## src/rtl/dma_div_pkg.sv

```systemverilog
// dma_div_pkg -- shared types and helpers for the fixed-point divider.
//   div_state_e : controller states (IDLE, ABS, RUN, DONE)
//   cnt_width   : iteration counter width for a WIDTH/FRAC pair
//   sat_max_pos : bit pattern of the largest positive value at a width
//   sat_min_neg : bit pattern of the most negative value at a width
//                 (also the magnitude 2^(width-1) read as unsigned)
// The saturation helpers return 64 bits; callers cast to the width they need.
package dma_div_pkg;

   typedef enum logic [1:0] {
      ST_IDLE = 2'd0,
      ST_ABS  = 2'd1,
      ST_RUN  = 2'd2,
      ST_DONE = 2'd3
   } div_state_e;

   function automatic int cnt_width(input int width, input int frac);
      return $clog2(width + frac);
   endfunction

   function automatic logic [63:0] sat_max_pos(input int width);
      return (64'd1 << (width - 1)) - 64'd1;
   endfunction

   function automatic logic [63:0] sat_min_neg(input int width);
      return 64'd1 << (width - 1);
   endfunction

endpackage

```

## src/rtl/dma_div_step.sv

```systemverilog
// dma_div_step -- one combinational restoring-division step.
//   acc     in  N  partial remainder
//   dvd_msb in  1  dividend bit shifted into the remainder this step
//   divisor in  N  divisor magnitude (zero-extended)
//   q       in  N  quotient so far
//   acc_nx  out N  remainder after the trial subtraction
//   q_nx    out N  quotient with the new bit shifted in
module dma_div_step #(
   parameter int N = 48
) (
   input  logic [N-1:0] acc,
   input  logic         dvd_msb,
   input  logic [N-1:0] divisor,
   input  logic [N-1:0] q,
   output logic [N-1:0] acc_nx,
   output logic [N-1:0] q_nx
);

   logic [N:0] trial_s;
   logic [N:0] diff_s;
   logic       ge_s;

   // Trial subtraction one bit wider than N so the shifted remainder never wraps.
   always_comb begin
      trial_s = {acc, dvd_msb};
      diff_s  = trial_s - {1'b0, divisor};
      ge_s    = (trial_s >= {1'b0, divisor});
      if (ge_s) begin
         acc_nx = N'(diff_s);
      end else begin
         acc_nx = N'(trial_s);
      end
      q_nx = N'({q, ge_s});
   end

endmodule

```

## src/rtl/dma_fxp_divider.sv

```systemverilog
// dma_fxp_divider -- iterative signed fixed-point divider,
// out = (in1 << FRAC) / in2, truncated toward zero, one division at a time.
//   clk, rst  : clock, synchronous active-high reset
//   in1, in2  : signed dividend / divisor, captured when start is accepted
//   start     : request, accepted only while busy is low
//   busy      : operation in flight
//   out       : registered signed quotient, held until the next rdy
//   rdy       : one-cycle result-valid pulse
//   div_zero  : with rdy, divisor was zero
//   ovf       : with rdy, quotient did not fit in WIDTH bits
// Latency is WIDTH+FRAC+2 edges from acceptance to rdy, 2 for a zero divisor.
module dma_fxp_divider
   import dma_div_pkg::*;
#(
   parameter int WIDTH = 32,
   parameter int FRAC  = 16,
   parameter int SAT   = 1
) (
   input  logic             clk,
   input  logic             rst,
   input  logic [WIDTH-1:0] in1,
   input  logic [WIDTH-1:0] in2,
   input  logic             start,
   output logic             busy,
   output logic [WIDTH-1:0] out,
   output logic             rdy,
   output logic             div_zero,
   output logic             ovf
);

   localparam int N  = WIDTH + FRAC;
   localparam int CW = cnt_width(WIDTH, FRAC);

   localparam logic [CW-1:0]    CNT_LAST = CW'(N - 1);
   localparam logic [WIDTH-1:0] ZERO_W   = {WIDTH{1'b0}};
   localparam logic [N-1:0]     ZERO_N   = {N{1'b0}};
   localparam logic [CW-1:0]    ZERO_C   = {CW{1'b0}};
   localparam logic [WIDTH-1:0] MAX_W    = WIDTH'(sat_max_pos(WIDTH));
   localparam logic [WIDTH-1:0] MIN_W    = WIDTH'(sat_min_neg(WIDTH));
   // Largest quotient magnitudes that still fit, for a positive / negative result.
   localparam logic [N-1:0]     LIM_POS  = N'(sat_max_pos(WIDTH));
   localparam logic [N-1:0]     LIM_NEG  = N'(sat_min_neg(WIDTH));

   div_state_e state_r;
   div_state_e state_nx_s;

   logic [WIDTH-1:0] in1_r;
   logic [WIDTH-1:0] in2_r;
   logic [WIDTH-1:0] mag2_r;
   logic             neg_r;
   logic [N-1:0]     dvd_r;
   logic [N-1:0]     acc_r;
   logic [N-1:0]     q_r;
   logic [CW-1:0]    cnt_r;

   logic [WIDTH-1:0] out_r;
   logic             rdy_r;
   logic             busy_r;
   logic             dz_r;
   logic             ovf_r;

   logic [WIDTH-1:0] mag1_s;
   logic [WIDTH-1:0] mag2_s;
   logic [N-1:0]     acc_nx_s;
   logic [N-1:0]     q_nx_s;
   logic [N-1:0]     res_s;
   logic             over_s;
   logic [WIDTH-1:0] out_nx_s;
   logic             dz_nx_s;
   logic             ovf_nx_s;

   dma_div_step #(.N(N)) u_step (
      .acc     (acc_r),
      .dvd_msb (dvd_r[N-1]),
      .divisor (N'(mag2_r)),
      .q       (q_r),
      .acc_nx  (acc_nx_s),
      .q_nx    (q_nx_s)
   );

   // Operand magnitudes; negating the most negative value wraps to 2^(WIDTH-1),
   // which is exactly right when read as unsigned.
   always_comb begin
      if (in1_r[WIDTH-1]) begin
         mag1_s = -in1_r;
      end else begin
         mag1_s = in1_r;
      end
      if (in2_r[WIDTH-1]) begin
         mag2_s = -in2_r;
      end else begin
         mag2_s = in2_r;
      end
   end

   // Final result selection: divide-by-zero clamp, overflow handling, sign restore.
   always_comb begin
      if (neg_r) begin
         res_s  = -q_r;
         over_s = (q_r > LIM_NEG);
      end else begin
         res_s  = q_r;
         over_s = (q_r > LIM_POS);
      end
      out_nx_s = WIDTH'(res_s);
      dz_nx_s  = 1'b0;
      ovf_nx_s = 1'b0;
      if (in2_r == ZERO_W) begin
         dz_nx_s = 1'b1;
         if (in1_r[WIDTH-1]) begin
            out_nx_s = MIN_W;
         end else begin
            out_nx_s = MAX_W;
         end
      end else if (over_s) begin
         ovf_nx_s = 1'b1;
         if (SAT != 0) begin
            if (neg_r) begin
               out_nx_s = MIN_W;
            end else begin
               out_nx_s = MAX_W;
            end
         end else begin
            out_nx_s = WIDTH'(res_s);
         end
      end else begin
         out_nx_s = WIDTH'(res_s);
      end
   end

   // State register.
   always_ff @(posedge clk) begin
      if (rst) begin
         state_r <= ST_IDLE;
      end else begin
         state_r <= state_nx_s;
      end
   end

   // Next-state logic.
   always_comb begin
      state_nx_s = state_r;
      case (state_r)
         ST_IDLE: begin
            if (start) begin
               state_nx_s = ST_ABS;
            end else begin
               state_nx_s = ST_IDLE;
            end
         end
         ST_ABS: begin
            if (in2_r == ZERO_W) begin
               state_nx_s = ST_DONE;
            end else begin
               state_nx_s = ST_RUN;
            end
         end
         ST_RUN: begin
            if (cnt_r == CNT_LAST) begin
               state_nx_s = ST_DONE;
            end else begin
               state_nx_s = ST_RUN;
            end
         end
         ST_DONE: state_nx_s = ST_IDLE;
         default: state_nx_s = ST_IDLE;
      endcase
   end

   // Datapath and output registers; rdy and the flags default low every cycle.
   always_ff @(posedge clk) begin
      if (rst) begin
         in1_r  <= ZERO_W;
         in2_r  <= ZERO_W;
         mag2_r <= ZERO_W;
         neg_r  <= 1'b0;
         dvd_r  <= ZERO_N;
         acc_r  <= ZERO_N;
         q_r    <= ZERO_N;
         cnt_r  <= ZERO_C;
         out_r  <= ZERO_W;
         rdy_r  <= 1'b0;
         busy_r <= 1'b0;
         dz_r   <= 1'b0;
         ovf_r  <= 1'b0;
      end else begin
         rdy_r <= 1'b0;
         dz_r  <= 1'b0;
         ovf_r <= 1'b0;
         case (state_r)
            ST_IDLE: begin
               if (start) begin
                  in1_r  <= in1;
                  in2_r  <= in2;
                  busy_r <= 1'b1;
               end
            end
            ST_ABS: begin
               mag2_r <= mag2_s;
               neg_r  <= in1_r[WIDTH-1] ^ in2_r[WIDTH-1];
               dvd_r  <= N'(mag1_s) << FRAC;
               acc_r  <= ZERO_N;
               q_r    <= ZERO_N;
               cnt_r  <= ZERO_C;
            end
            ST_RUN: begin
               acc_r <= acc_nx_s;
               q_r   <= q_nx_s;
               dvd_r <= dvd_r << 1;
               cnt_r <= cnt_r + CW'(1);
            end
            ST_DONE: begin
               out_r  <= out_nx_s;
               dz_r   <= dz_nx_s;
               ovf_r  <= ovf_nx_s;
               rdy_r  <= 1'b1;
               busy_r <= 1'b0;
            end
            default: begin
               busy_r <= 1'b0;
            end
         endcase
      end
   end

   assign out      = out_r;
   assign rdy      = rdy_r;
   assign busy     = busy_r;
   assign div_zero = dz_r;
   assign ovf      = ovf_r;

endmodule
```

## config.mk

```make
export PLATFORM = sky130hd
export DESIGN_NAME = dma_fxp_divider
export DESIGN_NICKNAME = d
export VERILOG_FILES = /design/src/rtl/dma_div_pkg.sv /design/src/rtl/dma_div_step.sv /design/src/rtl/dma_fxp_divider.sv
export SDC_FILE = /design/constraint.sdc
export NUM_CORES = 1
export LEC_CHECK = 0
export ABC_AREA = 0
export BUFFER_PORTS_ARGS = -buffer_cell sky130_fd_sc_hd__buf_2
export CORE_ASPECT_RATIO = 0.75
export CORE_MARGIN = 2
export CORE_UTILIZATION = 55
export DETAILED_ROUTE_END_ITERATION = 8
export PLACE_DENSITY_LB_ADDON = 0.25
export SLEW_MARGIN = 20
export SYNTH_ARGS = -nofsm -noshare
export SYNTH_HDL_FRONTEND = slang
export SYNTH_HIERARCHICAL = 1
export SYNTH_SLANG_ARGS = --single-unit
export TNS_END_PERCENT = 20
```

## constraint.sdc

```tcl
create_clock -name clk -period 3.2 [get_ports clk]
set_input_delay 0.32 -clock clk [delete_from_list [all_inputs] [get_ports clk]]
set_output_delay 0.32 -clock clk [all_outputs]
set_load 0.05 [all_outputs]
```

==> qor.tcl, run 1 <==
set qor(power_per_cell_area_nw_per_um2) 593
set qor(worst_setup_path_end_kind) {flip-flop}
set qor(hold_viol_final) 0
set qor(failed_checks) {setup timing}
set qor(vias_per_cell) 5.93
set qor(worstPathMaxFanout) 8
set qor(crit-reg2reg-launch) {mag2_r[3]$_SDFFE_PP0P_}
set qor(finalWeightedCongestion) 0.958
set qor(max_slew.worst_pin.slew_ns) 0.820
set qor(final_cell_area_excluding_filler_cells_um2) 19400
set qor(clock_sink_count) 269
set qor(place.port_buffers) 102
set qor(cts_tree) {done}
set qor(grt_antenna_before_repair) 1
set qor(min_delay_worst_endpoint) {in1_r[0]$_SDFFE_PP0P_}
set qor(grt_first_pass_wirelength_um) 74200
set qor(max-cap-violations) 0
set qor(die_w_um) 201
set qor(reg2reg_to) {acc_r[42]$_SDFFE_PP0P_}
set qor(fin_skew_ns) 0.0219
set qor(finish.utilization) 0.671
set qor(finalWorstPathRequiredPeriod_ns) 3.28
set qor(design.core.area_um2) 28900
set qor(dr.first_iter.drc_count) 1406
set qor(grt_max_degree) 123
set qor(die_h_um) 152
set qor(fin_crit_sh) 1.02
set qor(worst_slack_ns) -0.0796
set qor(hold-path-cell-count) 3
set qor(worstSetupStartpointType) {flip-flop}
set qor(grt_use_total) 0.288
set qor(ir_drop_uv) 591
set qor(overflow) 0
set qor(r2r.worst_path.cells) 13
set qor(htreeDepth) 1
set qor(synth_async_sr_flop_share) 0
set qor(ys_seq_area_frac) 0.335
set qor(rrSetupSlack_ns) -0.08
set qor(synth_ff_type) {dfxtp_1}
set qor(design.die.area_um2) 30600
set qor(cp_data_required_time_ns) 3.63
set qor(routedWlPerCell_um) 17.4
set qor(finalNetCount) 2325
set qor(layout.cells.most_common) {dfxtp_1}
set qor(final_max_slew_viol_count) 0
set qor(synth_area_per_inst_um2) 7.93
set qor(hold_path.startpoint) {in1[0]}
set qor(post_route_cells_drive_above_1_share) 0.194
set qor(detail_route.drc_violations) 0
set qor(firstDrtPassIters) 6
set qor(cts.root.buffer_cell) {clkbuf_16}
set qor(initial_utilization) 0.555
set qor(synth.ff_latch_count) 269
set qor(clk-insertion-delay-late_ns) 0.58
set qor(mostFrequentLayoutCells) {dfxtp_1, nand2_1, nor2_1}
set qor(first_global_vias) 14600
set qor(post_synth_instance_area_um2) 16100
set qor(post_synth_num_cell_types) 86
set qor(clkTransAtPathRegs_ns) 0.07
set qor(path_buf_inv) 2
set qor(fmax_mhz) 305
set qor(total_length_of_routed_wires_um) 45500
set qor(cell_leakage_power_nw) 7.99
set qor(dpl.hpwl_um) 30300
set qor(worst_hold_path_type) {input port to flip-flop}
set qor(io_pins) 103
set qor(final.hold.worst_slack_ns) 0.0236
set qor(ant_nets) 0
set qor(fillCellCount) 2398
set qor(rows) 54
set qor(path_cells) {inv_2 -> ha_4 -> nand3_2 -> o21bai_4 -> and2_4 -> o311a_4 -> a2111o_1 -> a2111o_1 -> and2_4 -> clkbuf_16 -> mux2_4 -> a22oi_2 -> nor2_1}
set qor(unrepaired_setup_endpoints_after_global_routing) {true}
set qor(finalSetupViolCount) 24
set qor(outcome) {finished with violations}
set qor(detailroute.via_count) 15500
set qor(critPathSlowestCell) {a2111o_1}
set qor(critical-path-max-stage-delay_ns) 0.45
set qor(cp_data_arrival_time_ns) 3.71
set qor(dpl_cell_area_um2) 17400
set qor(cp_top_family) {compound AO/OA/AOI/OAI gates}
set qor(timing.slew.headroom) 0.453
set qor(postSynthCellCount) 2024
set qor(area.growth.synth_to_final_pct) 20.9
set qor(ys_warn_count) 6
set qor(tritoncts.num_buffers) 28
set qor(timing_worst_setup_path_type) {flip-flop to flip-flop}
set qor(cts-root-to-sink-buffers) 3
set qor(synth-edff-count) 0
==> area by class of cell <==
class                           count  area, um2  share of cell area
Clock inverter                     12        189             0.00973
Inverter                           75        283              0.0146
Timing Repair Buffer              317       2370               0.122
Tap cell                          392        490              0.0253
Antenna cell                        1       2.50            0.000129
Multi-Input combinational cell   1510       9900               0.510
Clock buffer                       39        782              0.0403
Sequential cell                   269       5390               0.278
==> state kept, by name (all words and copies together) (netlist names), 2 cells and up <==
register and cells:
q_r 48, acc_r 48, out 32, in2_r 32
mag2_r 32, dvd_r 32, state_r 2, in1_r 32
cnt_r 6
==> cells by family (layout without fill, tap and decap cells) <==
kind of cell,Yosys count,in the layout,share of synthesized area
and+or+nand+nor,669,669,0.194
AOI/OAI and AO/OA,593,593,0.246
DFF,269,269,0.335
buffers and inverters,260,443,0.0757
xor gates and xnor gates,109,109,0.0595
muxes,66,66,0.0442
adders and majority gates,57,57,0.0449
other,1,17,0.000234
==> synthesized netlist by cell type (all sizes together), types with 43 or more instances <==
cell	count	area, um2
nand2	229	860
a22oi	98	736
a211oi	43	323
xnor2	48	420
o21ai	105	526
nor3	51	260
a21oi	165	826
buf	68	479
inv	73	274
xor2	61	534
dfxtp	269	5390
nor2	208	781
clkbuf	117	455
ha	56	701
==> power breakdown <==
part | internal, W | total [W] | switching (W)
clock network | 0.00198 | 0.00343 | 0.00145
registers | 0.00364 | 0.00388 | 0.000239
logic | 0.00165 | 0.00419 | 0.00254
total | 0.00727 | 0.0115 | 0.00423
==> through the flow <==
step	setup slack [ns]	instances	setup TNS [ns]	power, W
5_1_grt	-0.161	2614	-4.07	0.0121
6_report	-0.0796	2615	-0.458	0.0115
2_1_floorplan	-0.0113	2039	-0.0556	0.00654
3_3_place_gp	-0.147	2488	-3.15	0.00768
3_5_place_dp	-0.242	2488	-6.51	0.00776
4_1_cts	-0.0403	2608	-0.0824	0.0114
==> routing by layer <==
metal	GRT usage	up-vias	routed length, um
li1	-	7543	-
met4	0.0697	0	856
met5	0	-	0
met2	0.445	513	20000
met3	0.0493	72	3090
met1	0.417	7389	21600
==> worst min-delay path: cells and delay by family <==
family / cells / cell delay [ns]
AO/OA/AOI/OAI: 1 / 0.06
AND/OR/NAND/NOR: 1 / 0.07
buffers and inverters: 1 / 0.10
==> worst max path at each step <==
stage | cells past startpoint | endpoint | slack [ns] | from
3_3_place_gp | 13 | acc_r[35]$_SDFFE_PP0P_ | -0.15 | mag2_r[7]$_SDFFE_PP0P_
2_1_floorplan | 14 | acc_r[16]$_SDFFE_PP0P_ | -0.01 | mag2_r[14]$_SDFFE_PP0P_
4_1_cts | 14 | acc_r[46]$_SDFFE_PP0P_ | -0.04 | dvd_r[47]$_SDFFE_PP0P_
3_5_place_dp | 14 | acc_r[47]$_SDFFE_PP0P_ | -0.24 | mag2_r[14]$_SDFFE_PP0P_
5_1_grt | 14 | acc_r[41]$_SDFFE_PP0P_ | -0.16 | mag2_r[3]$_SDFFE_PP0P_
6_report | 13 | acc_r[42]$_SDFFE_PP0P_ | -0.08 | mag2_r[3]$_SDFFE_PP0P_
==> repair_timing <==
action	4_1_cts	5_1_grt
pin swaps	10	11
hold buffers	63	0
setup endpoints to repair	48	49
setup buffers	7	5
gates resized for setup	38	31
gates cloned	0	1
endpoints found under the hold margin	63	0
No activity file was read; power rests on OpenSTA's default activity.
==> inputs of run 2 (changes only) <==
--- a/config.mk
+++ b/config.mk
@@ -11,6 +11,7 @@
 export CORE_MARGIN = 2
 export CORE_UTILIZATION = 55
 export DETAILED_ROUTE_END_ITERATION = 8
+export HOLD_SLACK_MARGIN = 0.12
 export PLACE_DENSITY_LB_ADDON = 0.25
 export SLEW_MARGIN = 20
 export SYNTH_ARGS = -nofsm -noshare
==> run 2 against run 1 <==
Compared with the run above:
- the run still ends with setup timing left
- critical path depth stayed put
- critical endpoint unchanged
- largest cell class unchanged
- clock-buffer cell count stayed put
- largest power group unchanged
- global-route usage is 0.060 points higher
==> qor.tcl, run 2 (same netlist as run 1, synthesis figures left out) <==
set qor(cp_top_family) {compound AO/OA/AOI/OAI gates} ;# unchanged
set qor(finalNetCount) 2327 ;# was 2325
set qor(place_ws_ns) -0.242 ;# unchanged
set qor(die_h_um) 152 ;# unchanged
set qor(post_route_cells_drive_above_1_share) 0.194 ;# about the same
set qor(firstDrtPassIters) 6 ;# unchanged
set qor(hold_path.startpoint) {rst} ;# was in1[0]
set qor(critPathSlowestCell) {a2111o_1} ;# unchanged
set qor(ir_drop_uv) 590 ;# was 591 uV
set qor(ant_nets) 0 ;# unchanged
set qor(crit-reg2reg-launch) {mag2_r[3]$_SDFFE_PP0P_} ;# unchanged
set qor(place.port_buffers) 102 ;# unchanged
set qor(finalWorstPathRequiredPeriod_ns) 3.28 ;# about the same
set qor(power_per_cell_area_nw_per_um2) 592 ;# was 593 nW/um2
set qor(path_cells) {inv_2 -> ha_4 -> nand3_2 -> o21bai_4 -> and2_4 -> o311a_4 -> a2111o_1 -> a2111o_1 -> and2_4 -> clkbuf_16 -> mux2_4 -> a22oi_2 -> nor2_1} ;# unchanged
set qor(grt_max_degree) 123 ;# unchanged
set qor(worstPathMaxFanout) 8 ;# unchanged
set qor(detail_route.drc_violations) 0 ;# unchanged
set qor(fin_skew_ns) 0.0195 ;# was 0.0219 ns
set qor(detailroute.via_count) 15500 ;# about the same
set qor(layout.cells.most_common) {dfxtp_1} ;# unchanged
set qor(cts.root.buffer_cell) {clkbuf_16} ;# unchanged
set qor(worstSetupStartpointType) {flip-flop} ;# unchanged
set qor(final_cell_area_excluding_filler_cells_um2) 19400 ;# about the same
set qor(unrepaired_setup_endpoints_after_global_routing) {true} ;# unchanged
set qor(rrSetupSlack_ns) -0.08 ;# about the same
set qor(finalSetupViolCount) 23 ;# was 24
set qor(grt_antenna_before_repair) 0 ;# was 1
set qor(fillCellCount) 2391 ;# was 2398
set qor(routedWlPerCell_um) 17.4 ;# about the same
set qor(area.growth.synth_to_final_pct) 21.0 ;# was 20.9%
set qor(dpl_cell_area_um2) 17400 ;# unchanged
set qor(failed_checks) {setup timing} ;# unchanged
set qor(cp_data_arrival_time_ns) 3.71 ;# about the same
set qor(clock_sink_count) 269 ;# unchanged
set qor(grt_use_total) 0.288 ;# about the same
set qor(num_antenna_cells) 0 ;# was 1
set qor(fmax_mhz) 305 ;# about the same
set qor(rows) 54 ;# unchanged
set qor(dr.first_iter.drc_count) 1434 ;# was 1406
set qor(die_w_um) 201 ;# unchanged
set qor(first_global_vias) 14600 ;# about the same
set qor(worst_setup_path_end_kind) {flip-flop} ;# unchanged
set qor(tritoncts.num_buffers) 28 ;# unchanged
set qor(design.core.area_um2) 28900 ;# unchanged
set qor(fin_crit_sh) 1.03 ;# was 1.02
set qor(worst-path-stages) 13 ;# unchanged
set qor(clk-insertion-delay-late_ns) 0.58 ;# about the same
set qor(io_pins) 103 ;# unchanged
set qor(mostFrequentLayoutCells) {dfxtp_1, nand2_1, nor2_1} ;# unchanged
set qor(design.die.area_um2) 30600 ;# unchanged
set qor(htreeDepth) 1 ;# unchanged
set qor(cts_tree) {done} ;# unchanged
set qor(max_slew.worst_pin.slew_ns) 0.813 ;# was 0.820 ns
set qor(timing.slew.headroom) 0.458 ;# was 0.453
set qor(multi_input_comb_area_um2) 9900 ;# unchanged
set qor(cts-root-to-sink-buffers) 3 ;# unchanged
set qor(worst_slack_ns) -0.0809 ;# was -0.0796 ns
set qor(max-cap-violations) 0 ;# unchanged
set qor(initial_utilization) 0.555 ;# unchanged
set qor(path_buf_inv) 2 ;# unchanged
set qor(timing_worst_setup_path_type) {flip-flop to flip-flop} ;# unchanged
set qor(area.sequential_um2) 5390 ;# unchanged
set qor(outcome) {finished with violations} ;# unchanged
set qor(biggestRegsByFlops) {acc_r (48), q_r (48)} ;# unchanged
set qor(overflow) 0 ;# unchanged
set qor(clkTransAtPathRegs_ns) 0.07 ;# about the same
set qor(final_max_slew_viol_count) 0 ;# unchanged
set qor(r2r.worst_path.cells) 13 ;# unchanged
set qor(vias_per_cell) 5.93 ;# about the same
set qor(cell_leakage_power_nw) 8.00 ;# was 7.99 nW
set qor(finalWeightedCongestion) 0.958 ;# unchanged
set qor(total_length_of_routed_wires_um) 45500 ;# about the same
set qor(cp_data_required_time_ns) 3.63 ;# about the same
set qor(cp-startpoint) {mag2_r[3]$_SDFFE_PP0P_} ;# unchanged
set qor(dpl.hpwl_um) 30300 ;# unchanged
set qor(hold_viol_final) 0 ;# unchanged
set qor(worst_hold_path_type) {input port to flip-flop} ;# unchanged
set qor(critical-path-max-stage-delay_ns) 0.45 ;# about the same
set qor(hold-path-cell-count) 2 ;# was 3
set qor(grt_first_pass_wirelength_um) 74400 ;# was 74200 um
run 2: final cells by class:
class | count | area share
Clock inverter | 12 | 0.00972
Tap cell | 392 | 0.0252
Sequential cell | 269 | 0.278
Multi-Input combinational cell | 1510 | 0.510
Inverter | 75 | 0.0146
Timing Repair Buffer | 319 | 0.123
Clock buffer | 39 | 0.0402
run 2: power breakdown:
group          switching [W]  internal [W]
Sequential          0.000239       0.00364
Combinational        0.00254       0.00165
Clock                0.00144       0.00198
Total                0.00422       0.00727
run 2: final timing paths:
| path | endpoint |
|---|---|
| hold reg to reg | dvd_r[16]$_SDFFE_PP0P_ |
| setup reg to reg | acc_r[42]$_SDFFE_PP0P_ |
| setup / recovery | acc_r[42]$_SDFFE_PP0P_ |
| hold / removal | q_r[15]$_SDFFE_PP0P_ |
run 2: per-stage QoR:
stage               setup TNS (ns)  cells  hold slack, ns  total power (W)   util
finish                      -0.483   2616           0.259           0.0115  0.672
global route                 -4.08   2616           0.263           0.0121  0.672
detailed placement           -6.51   2488           0.458          0.00776  0.601
global placement             -3.15   2488           0.451          0.00768  0.601
CTS                        -0.0824   2610           0.243           0.0114  0.665
floorplan                  -0.0556   2039           0.441          0.00654      -
run 2: repair_timing:
action	4_1_cts	5_1_grt
hold endpoints to repair	66	0
pin swaps	10	11
setup endpoints to repair	48	49
buffers inserted	7	5
hold buffers	65	0
gates cloned	0	1
resized for setup	38	31
run 2: metal layers:
| metal | up-vias | GRT usage | routed length (um) |
|---|---|---|---|
| li1 | 7551 | - | - |
| met3 | 66 | 0.0485 | 3130 |
| met4 | 0 | 0.0693 | 820 |
| met2 | 529 | 0.447 | 20000 |
| met1 | 7357 | 0.418 | 21600 |
| met5 | - | 0 | 0 |
